===== src/rtl/pe_sequencer_pkg.sv =====
// pe_sequencer_pkg: shared definitions for the PE-array phase sequencer and
// the column data mux it drives.
//   state_t   : sequencer phase encoding (IDLE, LOAD, SHIFT, WB, DONE)
//   sel_t     : 2-bit mux select code
//   SEL_*     : select codes; SEL_IDLE forces the mux output to zero
//   state_sel : phase -> select code decode, shared by sequencer and mux
package pe_sequencer_pkg;

  typedef enum logic [2:0] {
    ST_IDLE  = 3'd0,
    ST_LOAD  = 3'd1,
    ST_SHIFT = 3'd2,
    ST_WB    = 3'd3,
    ST_DONE  = 3'd4
  } state_t;

  typedef logic [1:0] sel_t;

  localparam sel_t SEL_LOAD  = 2'b00;
  localparam sel_t SEL_SHIFT = 2'b01;
  localparam sel_t SEL_WB    = 2'b10;
  localparam sel_t SEL_IDLE  = 2'b11;

  function automatic sel_t state_sel(input state_t s);
    sel_t r;
    case (s)
      ST_LOAD:  r = SEL_LOAD;
      ST_SHIFT: r = SEL_SHIFT;
      ST_WB:    r = SEL_WB;
      default:  r = SEL_IDLE;
    endcase
    return r;
  endfunction

endpackage


===== src/rtl/pe_sequencer_phase_counter.sv =====
// phase_counter: per-phase beat/cycle counter with a terminal-count flag.
//   i_clk   : rising-edge clock
//   i_rst_n : synchronous active-low reset
//   i_clr   : synchronous clear (dominates i_en)
//   i_en    : increment enable
//   i_len   : runtime phase length (1..2**CNT_W-1)
//   o_count : beats completed in the current phase
//   o_last  : o_count == i_len-1, i.e. the current beat completes the phase
module phase_counter #(
  parameter int unsigned CNT_W = 8
) (
  input  logic             i_clk,
  input  logic             i_rst_n,
  input  logic             i_clr,
  input  logic             i_en,
  input  logic [CNT_W-1:0] i_len,
  output logic [CNT_W-1:0] o_count,
  output logic             o_last
);

  logic [CNT_W-1:0] r_count;

  always_ff @(posedge i_clk) begin
    if (!i_rst_n || i_clr) begin
      r_count <= '0;
    end else if (i_en) begin
      r_count <= r_count + 1'b1;
    end
  end

  // Comparing against len-1 lets the phase end on the final beat without
  // the counter ever reaching len, so it cannot wrap.
  assign o_last  = (r_count == i_len - 1'b1);
  assign o_count = r_count;

endmodule


===== src/rtl/pe_sequencer.sv =====
// pe_sequencer: Moore phase sequencer owning the PE-array mux select.
// A job accepts LOAD_LEN loader beats, runs SHIFT_LEN shift cycles, presents
// WB_LEN write-back beats, then pulses done for one cycle.
//   clk, rst_n : clock, synchronous active-low reset
//   start      : job request, honoured only in IDLE
//   abort      : return to IDLE from any active phase, no done pulse
//   ld_valid   : loader word available      / ld_ready : accepted in LOAD
//   pe_en      : PE shift enable (SHIFT)
//   wb_valid   : write-back word presented (WB) / wb_ready : consumer takes it
//   sel        : mux select (00 load, 01 shift, 10 wb, 11 idle)
//   busy       : not IDLE;  done : completion pulse
//   beat_cnt   : beats/cycles completed in the current phase
module pe_sequencer
  import pe_sequencer_pkg::*;
#(
  parameter int unsigned LOAD_LEN  = 8,
  parameter int unsigned SHIFT_LEN = 16,
  parameter int unsigned WB_LEN    = 4,
  parameter int unsigned CNT_W     = 8
) (
  input  logic             clk,
  input  logic             rst_n,
  input  logic             start,
  input  logic             abort,
  input  logic             ld_valid,
  output logic             ld_ready,
  output logic             pe_en,
  output logic             wb_valid,
  input  logic             wb_ready,
  output logic [1:0]       sel,
  output logic             busy,
  output logic             done,
  output logic [CNT_W-1:0] beat_cnt
);

  localparam logic [CNT_W-1:0] LOAD_LEN_C  = CNT_W'(LOAD_LEN);
  localparam logic [CNT_W-1:0] SHIFT_LEN_C = CNT_W'(SHIFT_LEN);
  localparam logic [CNT_W-1:0] WB_LEN_C    = CNT_W'(WB_LEN);

  state_t           r_state;
  state_t           w_next;
  logic             w_clr;
  logic             w_en;
  logic             w_last;
  logic [CNT_W-1:0] w_len;
  logic [CNT_W-1:0] w_count;

  phase_counter #(
    .CNT_W (CNT_W)
  ) u_phase_counter (
    .i_clk   (clk),
    .i_rst_n (rst_n),
    .i_clr   (w_clr),
    .i_en    (w_en),
    .i_len   (w_len),
    .o_count (w_count),
    .o_last  (w_last)
  );

  // State register
  always_ff @(posedge clk) begin
    if (!rst_n) begin
      r_state <= ST_IDLE;
    end else begin
      r_state <= w_next;
    end
  end

  // Next state and counter control. The counter is cleared on every phase
  // exit so it reads 0 on entry to the next phase and throughout IDLE/DONE.
  always_comb begin
    w_next = r_state;
    w_clr  = 1'b0;
    w_en   = 1'b0;
    w_len  = LOAD_LEN_C;
    case (r_state)
      ST_IDLE: begin
        w_clr = 1'b1;
        if (start) begin
          w_next = ST_LOAD;
        end
      end
      ST_LOAD: begin
        w_len = LOAD_LEN_C;
        if (ld_valid && ld_ready) begin
          if (w_last) begin
            w_next = ST_SHIFT;
            w_clr  = 1'b1;
          end else begin
            w_en = 1'b1;
          end
        end
      end
      ST_SHIFT: begin
        w_len = SHIFT_LEN_C;
        if (w_last) begin
          w_next = ST_WB;
          w_clr  = 1'b1;
        end else begin
          w_en = 1'b1;
        end
      end
      ST_WB: begin
        w_len = WB_LEN_C;
        if (wb_valid && wb_ready) begin
          if (w_last) begin
            w_next = ST_DONE;
            w_clr  = 1'b1;
          end else begin
            w_en = 1'b1;
          end
        end
      end
      ST_DONE: begin
        w_clr  = 1'b1;
        w_next = ST_IDLE;
      end
      default: begin
        w_clr  = 1'b1;
        w_next = ST_IDLE;
      end
    endcase
    // Abort overrides whatever phase transition was computed above.
    if (abort && (r_state != ST_IDLE)) begin
      w_next = ST_IDLE;
      w_clr  = 1'b1;
      w_en   = 1'b0;
    end
  end

  // Output decode from registered state and counter only
  always_comb begin
    sel      = state_sel(r_state);
    ld_ready = (r_state == ST_LOAD);
    pe_en    = (r_state == ST_SHIFT);
    wb_valid = (r_state == ST_WB);
    busy     = (r_state != ST_IDLE);
    done     = (r_state == ST_DONE);
    beat_cnt = w_count;
  end

endmodule


===== config.mk =====
export PLATFORM = sky130hd
export DESIGN_NAME = pe_sequencer
export DESIGN_NICKNAME = d
export VERILOG_FILES = /design/src/rtl/pe_sequencer_pkg.sv /design/src/rtl/pe_sequencer_phase_counter.sv /design/src/rtl/pe_sequencer.sv
export SDC_FILE = /design/constraint.sdc
export NUM_CORES = 1
export LEC_CHECK = 0
export ABC_AREA = 1
export CAP_MARGIN = 5
export CORE_MARGIN = 3
export CORE_UTILIZATION = 41
export DETAILED_ROUTE_END_ITERATION = 8
export GPL_TIMING_DRIVEN = 0
export PLACE_DENSITY = 0.83
export SLEW_MARGIN = 20
export SYNTH_ARGS = -nofsm -noshare
export SYNTH_HDL_FRONTEND = slang
export SYNTH_SLANG_ARGS = --single-unit

===== constraint.sdc =====
create_clock -name clk -period 1.2 [get_ports clk]
set_input_delay 0.36 -clock clk [delete_from_list [all_inputs] [get_ports clk]]
set_output_delay 0.36 -clock clk [all_outputs]
set_load 0.005 [all_outputs]

==> flow_summary.rst, run 1 <==
.. list-table::
   :header-rows: 1

   * - Metric
     - Value
   * - Vias/cell
     - 6.11
   * - Fraction of layout instances using a drive strength above 1
     - 61.5%
   * - Number of unique standard cell types used by synthesis
     - 21
   * - Share of total power in sequential cells
     - 16.5%
   * - Number of slew-limit violations in the final report
     - 0
   * - Simple logic cell fraction of the synthesized area
     - 42.2%
   * - Global-route total usage across every layer
     - 29.9%
   * - CP startpoint kind
     - register
   * - Main flop type after synthesis
     - dfxtp_1
   * - Combinational share of power
     - 74.7%
   * - End point of the critical path
     - u_phase_counter.o_count[5]$_SDFFE_PP0P_
   * - Top cells by area in the synthesized netlist
     - dfxtp_1 29%, nand2_1 15%, nand3_1 9.3%, inv_1 7.0%, a21oi_1 6.7%
   * - Arr. time, crit path
     - 2010 ps
   * - Clock tree from TritonCTS
     - built
   * - Capturing element type of the critical path
     - register
   * - Number of sinks driven by the clock tree
     - 11
   * - Leakage power figure
     - 0.666 nW
   * - Worst Clk Skew
     - 6.90 ps
   * - Worst rel slew slack
     - 73.5%
   * - Hold-fix buffer count after cts
     - 0
   * - Synthesized-area fraction occupied by adder cells
     - 1.67%
   * - Clock Root Buffer
     - clkbuf_4
   * - Final min period
     - 1810 ps
   * - Height of the die
     - 48.8 microns
   * - Setup TNS
     - -8290 ps
   * - Portion of synthesized cell area occupied by the leading cell type
     - 29.4%
   * - Critical path fanouts, max
     - 8
   * - Ports
     - 21
   * - Global route overflow
     - 0
   * - P_int
     - 1.66 mW
   * - Final worst-path cycle share
     - 151%
   * - PD cells
     - 2090 nW/um^2
   * - DIE AREA
     - 2380 sq um
   * - Core box area
     - 1610 sq um
   * - Number of setup violations in the final report
     - 19
   * - Register area
     - 254 sq um
   * - Total of max-cap violations
     - 0
   * - Crit path required time
     - 1400 ps
   * - Number of buffers created by CTS
     - 3
   * - Iteration-0 DRC count of the detailed router
     - 92
   * - Synth-to-Final Area Change
     - 105%
   * - Final antenna-violating net count
     - 0
   * - Max rail drop VDD
     - 2.17 mV
   * - Routed wire length
     - 4430 microns
   * - Total chip power
     - 3.21 mW
   * - Worst Reg2Reg Path Length in Cells
     - 9
   * - Failing checks
     - setup timing
   * - Post-synth top area cell
     - dfxtp_1
   * - Leading cell type in the layout, fill and taps excluded
     - buf_4
   * - Via count of the first global-routing pass
     - 1170
   * - Crit path kind
     - reg2reg
   * - EDFF count, synth
     - 0
   * - Post-CTS clock slew at the launch and capture registers of the worst setup and hold paths
     - 90 ps
   * - Final worst slack
     - -612 ps
   * - # H-tree levels
     - 1
   * - Remaining design rule violation count
     - 0
   * - Area of the mapped netlist
     - 749 sq um
   * - Count of warnings emitted by yosys
     - 0
   * - Number of I/O port buffers
     - 20
   * - Combinational family with the most area after synthesis
     - simple AND/OR/NAND/NOR gates
   * - RR Endpoint
     - u_phase_counter.o_count[5]$_SDFFE_PP0P_
   * - First-pass GRT wire length
     - 5530 microns
   * - Startpoint of the worst-slack reg-to-reg timing path
     - u_phase_counter.o_count[6]$_SDFFE_PP0P_
   * - Maximum number of pins on one net before global-route repair
     - 9
   * - Global placement routability congestion
     - 0.771
   * - Initial Utilization
     - 46.5%
   * - Unrepaired setup endpoints after global routing
     - yes
   * - Fillers
     - 43
   * - Largest buffer count on any clock path
     - 2
   * - Fraction of power spent switching nets
     - 48.3%
   * - Slew of the pin with the lowest slew margin
     - 396 ps
   * - Switch Pwr
     - 1.55 mW
   * - Die boundary width
     - 48.8 microns
   * - Source of the critical timing path
     - u_phase_counter.o_count[6]$_SDFFE_PP0P_
   * - Worst hold slack after final layout
     - 559 ps
   * - Asr flop ratio synth
     - 0%
   * - Detailed-routing iteration count for the pre-antenna-repair pass
     - 7
   * - Clock power share
     - 8.9%
   * - Combined area of the multi-input logic cells
     - 639 sq um
   * - DR vias
     - 1210
   * - Detail Placement HPWL
     - 1300 microns
   * - Xor and xnor fraction of the mapped netlist area
     - 4.67%
   * - Final-stage net count
     - 182
   * - Share of synthesized area occupied by flip-flops and latches
     - 29.4%
   * - Avg Inst Size Synth
     - 6.63 sq um
   * - Pre-CTS setup slack
     - -514 ps
   * - Reg2Reg Setup Slack
     - -610 ps
   * - Highest clock frequency the design can meet
     - 552 MHz
   * - Number of nets produced by synthesis
     - 120
   * - Clock latency at the later pin of the worst-skew pair
     - 280 ps
   * - Standard-cell row count
     - 14
   * - Flop and latch count out of synthesis
     - 11
   * - Multiplexer share of the synthesized area
     - 0%
   * - Average wire per cell in the routed design
     - 22.4 microns
   * - Number of instances in the synthesized netlist
     - 113
   * - Endpoints failing hold
     - 0
   * - Number of antenna violations at the first check in global routing
     - 0
   * - Outcome
     - complete, but fails checks
   * - Compound-cell area share of the yosys netlist
     - 12.7%
   * - Antenna diode count
     - 0
   * - Most frequent cells in the layout
     - 24 x buf_4, 21 x nand2_1, 16 x buf_6
   * - Worst hold path type
     - reg2reg
[cells by family after synthesis]
family	count (synthesis)
adder cells (fa/ha/maj)	1
AND/OR/NAND/NOR	67
buffers and inverters	16
XOR/XNOR	4
AO/OA/AOI/OAI	14
flip-flops	11
[per-layer routing]
layer | track usage (%) | part of all wire, %
met5 | 0 | 0
met4 | 17.1 | 9.3
met3 | 8.28 | 13
met2 | 52.7 | 46
met1 | 31.6 | 31
[per-stage QoR]
| step | instances | utilization (%) | cell area, sq um |
|---|---|---|---|
| 6_report | 198 | 95.3 | 1540 |
| 5_1_grt | 198 | 95.3 | 1540 |
| 4_1_cts | 189 | 83.3 | 1340 |
| 3_5_place_dp | 157 | 62.7 | 1010 |
| 3_3_place_gp | 157 | 62.7 | 1010 |
| 2_1_floorplan | 113 | - | 781 |
[power groups by stage]
stage	Clock, mW	Sequential (mW)	Combinational (mW)
finish	0.284	0.530	2.40
global route	0.288	0.521	2.50
CTS	0.257	0.512	1.64
detailed placement	0	0.528	1.11
global placement	0	0.525	1.08
floorplan	0	0.512	0.710
[layout make-up]
class	count	share of cell area (%)
Multi-Input combinational cell	87	41.6
Clock buffer	4	1.71
Sequential cell	11	16.5
Timing Repair Buffer	56	32.9
Buffer	1	0.977
Inverter	15	4.32
Tap cell	24	1.95
[repair_timing]
action | CTS | global route
gates cloned | 1 | 0
setup endpoints to repair | 26 | 21
gates resized for setup | 93 | 33
buffers inserted | 27 | 9
pin swaps | 8 | 16
[synth_stat cells (2+ instances only)]
cell / n
nand3_1: 14
xor2_1: 4
nor2_1: 13
nand2_1: 29
a21oi_1: 10
nor2_2: 2
nand3b_1: 2
inv_1: 14
dfxtp_1: 11
nor3_1: 3
[how the worst min path moves through the flow]
stage	startpoint	end	slack [ps]	cells after the start
after floorplan	u_phase_counter.o_count[3]$_SDFFE_PP0P_	u_phase_counter.o_count[3]$_SDFFE_PP0P_	480	2
after global placement	u_phase_counter.o_count[3]$_SDFFE_PP0P_	u_phase_counter.o_count[3]$_SDFFE_PP0P_	490	2
after detailed placement	u_phase_counter.o_count[3]$_SDFFE_PP0P_	u_phase_counter.o_count[3]$_SDFFE_PP0P_	490	2
after CTS	u_phase_counter.o_count[2]$_SDFFE_PP0P_	u_phase_counter.o_count[2]$_SDFFE_PP0P_	520	2
after global routing	u_phase_counter.o_count[2]$_SDFFE_PP0P_	u_phase_counter.o_count[2]$_SDFFE_PP0P_	570	2
final	u_phase_counter.o_count[2]$_SDFFE_PP0P_	u_phase_counter.o_count[2]$_SDFFE_PP0P_	560	2
[flip-flops by register name, indices dropped and copies added, names as in the netlist]
| name | cells |
|---|---|
| r_state | 3 |
| u_phase_counter.o_count | 8 |
[critical path, stage by stage, from the launching register on]
cell	delay [ps]
dfxtp_4	350
buf_4	150
nor2_1	190
nand3_1	140
nor2_1	170
nand2_1	150
buf_8	180
nand2_4	110
nand2_1	80
a21oi_1	200
No activity file was read; power rests on OpenSTA's default activity.
==> inputs of run 2 (changes only) <==
Settings changed: CORE_ASPECT_RATIO set to 1.2, CORE_MARGIN 3 to 10, PLACE_DENSITY 0.83 to 0.82.
==> run 2 against run 1 <==
The run still ends with setup timing left. Final cell count down 9.6%. Utilization shrank 15 points. Die area rose by 66%. Clock skew down 5.3 ps.
==> flow_summary.rst, run 2 (synthesis results as in run 1) <==
.. list-table::
   :header-rows: 1

   * - Metric
     - Value
   * - Outcome
     - complete, but fails checks
   * - Failing checks
     - setup timing
   * - Number of slew-limit violations in the final report
     - 0
   * - Capturing element type of the critical path
     - register
   * - Register area
     - 256 sq um
   * - Worst hold path type
     - reg2reg
   * - Average wire per cell in the routed design
     - 16.6 microns
   * - Die boundary width
     - 59.0 microns
   * - DR vias
     - 975
   * - Number of buffers created by CTS
     - 3
   * - Fraction of layout instances using a drive strength above 1
     - 54.7%
   * - Most frequent cells in the layout
     - 20 x nand2_1, 16 x buf_4, 14 x buf_6
   * - Global placement routability congestion
     - 0.808
   * - Clock Root Buffer
     - clkbuf_4
   * - Clock latency at the later pin of the worst-skew pair
     - 280 ps
   * - Final antenna-violating net count
     - 0
   * - Slew of the pin with the lowest slew margin
     - 313 ps
   * - Initial Utilization
     - 44.6%
   * - Final worst-path cycle share
     - 133%
   * - Final-stage net count
     - 169
   * - Master of the slowest instance on the critical path
     - dfxtp_4
   * - Setup TNS
     - -5800 ps
   * - Routed wl met3
     - 325 microns
   * - Fillers
     - 108
   * - Endpoints failing hold
     - 0
   * - Standard-cell row count
     - 16
   * - Synth-to-Final Area Change
     - 81.1%
   * - Number of sinks driven by the clock tree
     - 11
   * - Hold-fix buffer count after cts
     - 0
   * - Number of setup violations in the final report
     - 21
   * - Reg2Reg Setup Slack
     - -390 ps
   * - Remaining design rule violation count
     - 0
   * - Crit-path max cell delay
     - 390 ps
   * - Crit path kind
     - reg2reg
   * - Global-route total usage across every layer
     - 12.2%
   * - Total chip power
     - 2.55 mW
   * - Cells along the critical path
     - nor2_4 > buf_6 > a21boi_2 > nor2_1 > nand2_1 > o21bai_4 > buf_12 > a21oi_2
   * - Final min period
     - 1590 ps
   * - Via count of the first global-routing pass
     - 885
   * - Max rail drop VDD
     - 1.55 mV
   * - Highest clock frequency the design can meet
     - 628 MHz
   * - # H-tree levels
     - 1
   * - Ports
     - 21
   * - Vias/cell
     - 5.45
   * - Clock tree from TritonCTS
     - built
   * - First-pass GRT wire length
     - 3800 microns
   * - Final worst slack
     - -393 ps
   * - Routed wire length
     - 2970 microns
   * - Height of the die
     - 66.8 microns
   * - Antenna diode count
     - 0
   * - Core box area
     - 1680 sq um
   * - Largest buffer count on any clock path
     - 2
   * - Worst hold slack after final layout
     - 598 ps
   * - Post-CTS clock slew at the launch and capture registers of the worst setup and hold paths
     - 70 ps
   * - Worst Clk Skew
     - 1.64 ps
   * - Leakage power figure
     - 0.593 nW
   * - Crit path required time
     - 1410 ps
   * - DIE AREA
     - 3950 sq um
   * - Core Util, Final
     - 80.7%
   * - Unrepaired setup endpoints after global routing
     - yes
   * - Total length of routed met2 wires
     - 1510 microns
   * - Leading cell type in the layout, fill and taps excluded
     - nand2_1
   * - Final cell area excluding filler cells
     - 1360 sq um
   * - DR top layer
     - met4
   * - Dpl cell area
     - 1000 sq um
   * - Detail Placement HPWL
     - 1510 microns
   * - Number of I/O port buffers
     - 20
   * - Arr. time, crit path
     - 1810 ps
   * - Detailed-routing iteration count for the pre-antenna-repair pass
     - 4
   * - PD cells
     - 1880 nW/um^2
   * - Number of antenna violations at the first check in global routing
     - 0
   * - Combined area of the multi-input logic cells
     - 563 sq um
   * - Global route overflow
     - 0
   * - Iteration-0 DRC count of the detailed router
     - 41
   * - Worst rel slew slack
     - 79.0%
   * - CP startpoint kind
     - register
   * - Maximum number of pins on one net before global-route repair
     - 11
   * - Critical path fanouts, max
     - 8
   * - Total of max-cap violations
     - 0
   * - Max FFs per register
     - 8
   * - Metal-1 WL
     - 1010 microns
run 2: cell count changes in the layout (fill, tap and decap cells not counted), moves of 3 or more:
cell and delta:
buf_4 -8, nand3_1 +5, nand2_2 +4, buf_2 -3
nand2_4 -3, nand3_2 -3
run 2: metal layers:
layer / up-vias / track usage, %
li1: 461 / -
met2: 55 / 21.2
met5: - / 0
met1: 444 / 11.9
met4: 0 / 5.75
met3: 15 / 5.50
run 2: repair_timing:
action | CTS | global route
resized for setup | 90 | 21
gates cloned | 0 | 1
pin swaps | 5 | 11
setup buffers | 17 | 6
endpoints found under the setup margin | 26 | 24
run 2: worst max-delay path, delay by kind of cell, from the launching register on:
kind                   cells  cell delay (ps)
DFF                        1              390
AOI/OAI and AO/OA          3              370
and+or+nand+nor            3              480
buffers and inverters      2              300
run 2: cell type report:
cell class | instances | share of cell area (%)
Buffer | 1 | 1.11
Tap cell | 18 | 1.66
Inverter | 15 | 4.52
Clock buffer | 4 | 1.94
Timing Repair Buffer | 44 | 30.4
Multi-Input combinational cell | 86 | 41.5
Sequential cell | 11 | 18.9
run 2: where the power goes:
group,internal [mW],total [mW],switching [mW],leakage (nW)
sequential,0.422,0.527,0.105,0.0970
clock,0.129,0.270,0.141,0.0150
combinational,0.795,1.76,0.961,0.481
run 2: worst paths after layout:
kind / from / cells past startpoint / to
min reg2reg: r_state[0]$_SDFFE_PP0P_ / 2 / r_state[0]$_SDFFE_PP0P_
min: r_state[0]$_SDFFE_PP0P_ / 2 / r_state[0]$_SDFFE_PP0P_
max reg2reg: r_state[0]$_SDFFE_PP0P_ / 8 / u_phase_counter.o_count[5]$_SDFFE_PP0P_
max: r_state[0]$_SDFFE_PP0P_ / 8 / u_phase_counter.o_count[5]$_SDFFE_PP0P_
run 2: per-stage QoR:
step           instances  worst slack (ps)
2_1_floorplan        113             -64.5
3_3_place_gp         151              -481
3_5_place_dp         151              -505
4_1_cts              172              -292
5_1_grt              179              -449
6_report             179              -393
